### src/rtl/mem_wb_stage.sv
// mem_wb_stage -- memory-access stage plus MEM/WB pipeline register of the
// 8-bit five-stage CPU.
//
// Takes the EX/MEM latch outputs, performs stores/loads against an on-chip
// data memory, and registers the write-back controls and data for WB.
//
// Parameters:
//   DEPTH   number of 8-bit data words (2..256)
//   ADDR_W  address width taken from ALUout (2**ADDR_W >= DEPTH)
//
// Ports:
//   clk, rst_n                 clock, async active-low reset
//   WBregwr, WBregomem         EX/MEM write-back controls
//   MEMwr, MEMrd               EX/MEM store / load enables
//   ALUout                     ALU result, also the memory address
//   readDATA2, constant        store data, immediate pass-through
//   writeREG                   destination register
//   stall, flush               hold MEM/WB / insert bubble (both block stores)
//   MWregwr, MWwriteREG,
//   MWwbDATA, MWconstant       registered MEM/WB outputs
//   addr_err                   sticky out-of-range access flag
//   load_cnt, store_cnt        committed access counters
//
// Optional feature: define MEMSTAT_EN to build the saturating load/store
// counters; otherwise both counter outputs are tied to zero.
module mem_wb_stage #(
   parameter int DEPTH  = 256,
   parameter int ADDR_W = 8
) (
   input  logic        clk,
   input  logic        rst_n,
   input  logic        WBregwr,
   input  logic        WBregomem,
   input  logic        MEMwr,
   input  logic [7:0]  ALUout,
   input  logic [7:0]  readDATA2,
   input  logic [7:0]  constant,
   input  logic [2:0]  writeREG,
   input  logic        MEMrd,
   input  logic        stall,
   input  logic        flush,
   output logic        MWregwr,
   output logic [2:0]  MWwriteREG,
   output logic [7:0]  MWwbDATA,
   output logic [7:0]  MWconstant,
   output logic        addr_err,
   output logic [15:0] load_cnt,
   output logic [15:0] store_cnt
);

   localparam int IDX_W = (DEPTH > 1) ? $clog2(DEPTH) : 1;

   logic [7:0]       mem [DEPTH];
   logic             in_range;
   logic             live;
   logic             store_en;
   logic [IDX_W-1:0] idx;
   logic [7:0]       ld_data;
   logic [7:0]       wb_data;

   // Range check on the full 8 bits; the ADDR_W term also rejects addresses
   // wider than the configured address bus.
   assign in_range = (9'(ALUout) < 9'(DEPTH)) && ((9'(ALUout) >> ADDR_W) == 9'd0);
   // Index truncation is safe: every use of idx is qualified by in_range.
   assign idx      = ALUout[IDX_W-1:0];
   assign live     = !stall && !flush;
   assign store_en = MEMwr && live && in_range;

   // Combinational read sees the pre-write contents on a store edge, so an
   // illegal store+load returns the old data.
   assign ld_data = in_range ? mem[idx] : 8'h00;
   assign wb_data = WBregomem ? ld_data : ALUout;

   // Data memory is deliberately outside the reset domain.
   always_ff @(posedge clk) begin
      if (store_en) mem[idx] <= readDATA2;
   end

   always_ff @(posedge clk or negedge rst_n) begin
      if (!rst_n) begin
         MWregwr    <= 1'b0;
         MWwriteREG <= 3'd0;
         MWwbDATA   <= 8'h00;
         MWconstant <= 8'h00;
      end else if (flush) begin
         MWregwr    <= 1'b0;
         MWwriteREG <= 3'd0;
         MWwbDATA   <= 8'h00;
         MWconstant <= 8'h00;
      end else if (!stall) begin
         MWregwr    <= WBregwr;
         MWwriteREG <= writeREG;
         MWwbDATA   <= wb_data;
         MWconstant <= constant;
      end
   end

   always_ff @(posedge clk or negedge rst_n) begin
      if (!rst_n)                                    addr_err <= 1'b0;
      else if ((MEMwr || MEMrd) && live && !in_range) addr_err <= 1'b1;
   end

`ifdef MEMSTAT_EN
   logic load_en;
   assign load_en = MEMrd && live && in_range;

   // Saturating counters: hold at all-ones rather than wrap.
   always_ff @(posedge clk or negedge rst_n) begin
      if (!rst_n) begin
         load_cnt  <= 16'h0000;
         store_cnt <= 16'h0000;
      end else begin
         if (load_en  && load_cnt  != 16'hFFFF) load_cnt  <= load_cnt  + 16'd1;
         if (store_en && store_cnt != 16'hFFFF) store_cnt <= store_cnt + 16'd1;
      end
   end
`else
   assign load_cnt  = 16'h0000;
   assign store_cnt = 16'h0000;
`endif

endmodule

### config.mk
export PLATFORM = sky130hd
export DESIGN_NAME = mem_wb_stage
export DESIGN_NICKNAME = d
export VERILOG_FILES = /design/src/rtl/mem_wb_stage.sv
export SDC_FILE = /design/constraint.sdc
export NUM_CORES = 2
export LEC_CHECK = 0
export ABC_AREA = 1
export CAP_MARGIN = 20
export CELL_PAD_IN_SITES_DETAIL_PLACEMENT = 2
export CELL_PAD_IN_SITES_GLOBAL_PLACEMENT = 2
export CORE_MARGIN = 1.5
export CORE_UTILIZATION = 25
export CTS_CLUSTER_SIZE = 10
export DETAILED_ROUTE_END_ITERATION = 10
export MAX_ROUTING_LAYER = met4
export PLACE_DENSITY_LB_ADDON = 0.1
export SKIP_LAST_GASP = 1
export SYNTH_ARGS = -nofsm -noshare
export SYNTH_HDL_FRONTEND = slang
export SYNTH_SLANG_ARGS = --single-unit
### constraint.sdc
create_clock -name clk -period 3.5 [get_ports clk]
set_clock_uncertainty 0.2 [all_clocks]
set_input_delay 1.05 -clock clk [delete_from_list [all_inputs] [get_ports clk]]
set_output_delay 1.05 -clock clk [all_outputs]
set_load 0.02 [all_outputs]
Word-level counts from Yosys, hierarchy flattened
Memory sizes are Yosys's and may differ from the RTL's.
Index checks and enable logic that the tools add are counted.
{"block": "word_totals", "out_inout_bits": 53, "in_bits": 35, "ramBits": 2048, "memories": 1, "reg_bits": 20}
{"memory": "mem", "depth": 256, "width": 8, "rd": 1, "rd_ports_with_merged_regs": 0, "wr": 1, "line_no": "53", "rtl": "logic [7:0] mem [DEPTH];"}
{"block": "op_classes", "eq_ne": 1, "muxes": 11, "n_reduce_logical": 4}
{"cell": "two-way mux 8 bit", "n": 5}
{"cell": "two-way mux 3 bit", "n": 2}
{"cell": "two-way mux 1 bit", "n": 4}
{"cell": "logical AND 1 bit", "n": 2}
{"cell": "zero test 1 bit", "n": 2}
{"cell": "!= test 2 x 1 -> 1 bit, second input constant", "n": 1}

Longest topological paths before layout
{"block": "logic_depth", "word_depth": 5, "ltp_mapped": 18, "mapped_depth_nobuf": 15}

Worst setup path after synthesis
Ideal clock, no wire load.
{"block": "synth_path", "path_type": "input -> register", "start": "input port ALUout[1]", "end": "memory mem[112][0], enable pin", "arrival_ns": 2.697, "path_stages": 8, "path_buffers": 5, "setup_ns": 0.370, "path_slack_ns": 0.232, "path_cell_list": "buf_6 -> buf_6 -> buf_2 -> buf_2 -> nor3_1 -> nand2_1 -> buf_2 -> nor2_1"}
{"item": "start: declaration", "line_no": "35", "rtl": "input logic [7:0] ALUout,"}
{"item": "end: declaration", "line_no": "53"}
Straight into the memory's write port.

Worst setup path after layout
{"block": "layout_path", "start": "input port ALUout[0]", "end": "register MWwbDATA[2]"}
{"block": "layout_between", "elab_chain_cells": 4}
{"item": "memory read (256 x 8 bit)"}
{"item": "two-way mux 8 bit", "line_no": "72", "rtl": "assign wb_data = WBregomem ? ld_data : ALUout;"}
{"item": "two-way mux 8 bit", "line_no": "90", "rtl": "end else if (!stall) begin"}
{"item": "two-way mux 8 bit", "line_no": "85", "rtl": "end else if (flush) begin"}
{"item": "end signal: assignment", "line_no": "93", "rtl": "MWwbDATA <= wb_data;"}
{"item": "end: declaration", "line_no": "44", "rtl": "output logic [7:0] MWwbDATA,"}
Every way passes these cells. The select of a mux whose other input is x is not followed.
A chain may end at the register's enable or synchronous reset.

==> impl_metrics.toml <==
[status]
run_status = "finished clean"

[finish]
nets = 8389
syn2layout_area_growth_pct = 25.0
drive_above_1_share = 0.147
finalInstanceArea_um2 = 105000

[floorplan]
die_h_um = 582
start_util = 0.252
dieArea_um2 = 339000
ioPinCount = 88
fp-row-count = 212
core_um2 = 334000
fp.dieW_um = 582

[global_route]
first_global_vias = 63600
antenna_found_initial = 20
grt_start_max_net_pins = 78
gr-total-overflow = 0
grt_pass1_wl_um = 467000
grtUsageTotal = 0.196

[clocking]
htree_levels = 5
clkSinkCount = 2068
cts_made_buffers = 271
cts_max_path_buffers = 4
clk_latency_ps = 900
cts_tree = "done"
clockRootBuffer = "clkbuf_16"
clk_pin_slew_ps = 50

[worst_setup_path]
reg2reg_to = "MWwbDATA[1]"
crit_type = "in -> reg"
cp-start-kind = "input port"
reg2regPathDepth = 15
r2r_start = "mem[66][1]"
endpoint_kind = "flop"
crit_required_ps = 4060
reg2reg_slack_ps = 810
cp_max_fo = 13
critPathArrivalTime_ps = 3990

[sta]
relSlewSlack = 0.528
max_freq_mhz = 291
rsz0062_at_grt = "false"
timing.hold.ws_ps = 303
fin_crit_ps = 3430
timing.final.setup_violations = 0
min_period_over_period = 0.981
hold_violations = 0
worst_slew_pin_slew_ps = 709
drv_slew = 0

[power_and_ir_drop]
power_density_nw_per_um2 = 543
leakagePower_nw = 40.3
total_power_mw = 57.0
ir_drop_mv = 0.360

[synthesis]
synth_area_leaders = "edfxtp_1 (73%), nand2_1 (18%), nor2_1 (2.3%), buf_2 (1.3%), nand4_1 (1.0%)"
synth_seq_cells = 2068
synth_commonest_cells = "nand2_1 (3,999), edfxtp_1 (2,048), nor2_1 (506)"
seq_area_frac_synth = 0.739
synth_ff_type = "edfxtp_1"
synth_cell_type_count = 27
netlist_area_um2 = 83900
yosysWarnings = 0
synth_top_area_share = 0.733
avgSynthCellArea_um2 = 11.1
async_reset_ff_frac = 0.00967
synth.most_common_cell = "nand2_1"
synth_area_leader_cell = "edfxtp_1"
synthCells = 7534
synth_edf_count = 2048

[drt]
wl_per_cell_um = 25.1
viasPerCell = 4.53
drt_iter0_drc = 3424
drt-pass1-iter-count = 7
finalWirelength_um = 324000
drc = 0
ant_nets = 0
vias = 58500

[hold_path]
hp-class = "reg -> reg"
hp-start = "MWregwr"
worstHoldPathCells = 1
holdPathEnd = "MWregwr"

[placement]
placed_area_um2 = 96900
gp_congestion = 0.807
io_buffers = 53
dp_hpwl_um = 218000

[run]
cap_viol_max_count = 0
-- metal layers --
metal / wire, um / track usage / up-vias
li1: - / - / 26800
met1: 152000 / 0.260 / 30600
met2: 157000 / 0.323 / 764
met3: 8740 / 0.0195 / 367
met4: 6960 / 0.0428 / 0
met5: 0 / - / -
-- cells in the final DEF (no fill, tap or decap), drive strengths merged, types with 4 or more instances in the layout --
master         Yosys  routed
dfrtp             20      20
edfxtp          2048    2048
diode              0       6
bufinv             0       4
a22o              12      12
nor2             509     509
conb               1      33
o21ai            126     126
buf              286     894
o21bai             5       5
a22oi             22      22
nand2           4000    4000
a21oi             83      83
nand4            134     134
nand3            125     125
inv               22      32
clkbuf           136     371
clkdlybuf4s50      0      42
clkinv             2      65
-- through the flow --
| step | util | worst slack, ps | TNS [ps] | std cells |
|---|---|---|---|---|
| after floorplan | - | 232 | 0 | 7566 |
| after global placement | 0.290 | -1010 | -624390 | 12500 |
| after detailed placement | 0.290 | -983 | -653680 | 12500 |
| after CTS | 0.314 | 13.8 | 0 | 12900 |
| after global routing | 0.314 | 20.0 | 0 | 12900 |
| final | 0.314 | 67.9 | 0 | 12900 |
-- worst max-delay path: stages --
cell and delay, ps:
buf_8 220, buf_4 190, nor2_4 50, buf_12 150, buf_12 170, buf_4 210
nand2_1 90, nand2_1 50, o21ai_0 380, nand2_1 120, o21ai_1 240, nand2_1 210
nor2_1 140, nor2_1 50, nor2_1 210, buf_4 170, nand2_1 50, nand2_1 70
nand2_1 60
-- worst max path at each step --
stage / cells past startpoint / to / slack [ps] / from
after global placement: 17 / MWwbDATA[3] / -1010 / ALUout[2]
final: 19 / MWwbDATA[2] / 70 / ALUout[0]
after floorplan: 8 / mem[112][0] / 230 / ALUout[1]
after CTS: 1 / MWwbDATA[1] / 10 / MWwbDATA[1]
after global routing: 19 / MWwbDATA[2] / 20 / ALUout[0]
after detailed placement: 18 / MWwbDATA[0] / -980 / ALUout[2]
-- sequential cells by signal, summed over array words and instances (netlist names) --
signal and cells:
mem 2048, MWwriteREG 3, MWconstant 8, MWregwr 1
MWwbDATA 8
-- final cells by class --
type / count / area [um2]
Clock buffer: 371 / 7440
Fill cell: 35600 / 229000
Clock inverter: 78 / 544
Timing Repair Buffer: 937 / 9310
Multi-Input combinational cell: 5052 / 20000
Tap cell: 4387 / 5490
Inverter: 24 / 136
Sequential cell: 2068 / 62000
Antenna cell: 6 / 15.0
-- timing repair --
action	4_1_cts	5_1_grt
setup buffers	0	0
endpoints found under the setup margin	3	4
hold buffers	0	0
resized for setup	3	4
-- cell families after synthesis --
logic type / synth area share
AOI/OAI and AO/OA: 0.0161
DFF: 0.739
other: 0.0000447
buffers and inverters: 0.0258
and+or+nand+nor: 0.220
-- power breakdown --
group	total, mW	internal [mW]	leakage [nW]	switching (mW)
Clock	25.9	15.1	3.88	10.8
Combinational	3.81	1.13	17.7	2.68
Sequential	27.3	27.3	18.7	0.0295
(Power assumes the default switching activity.)
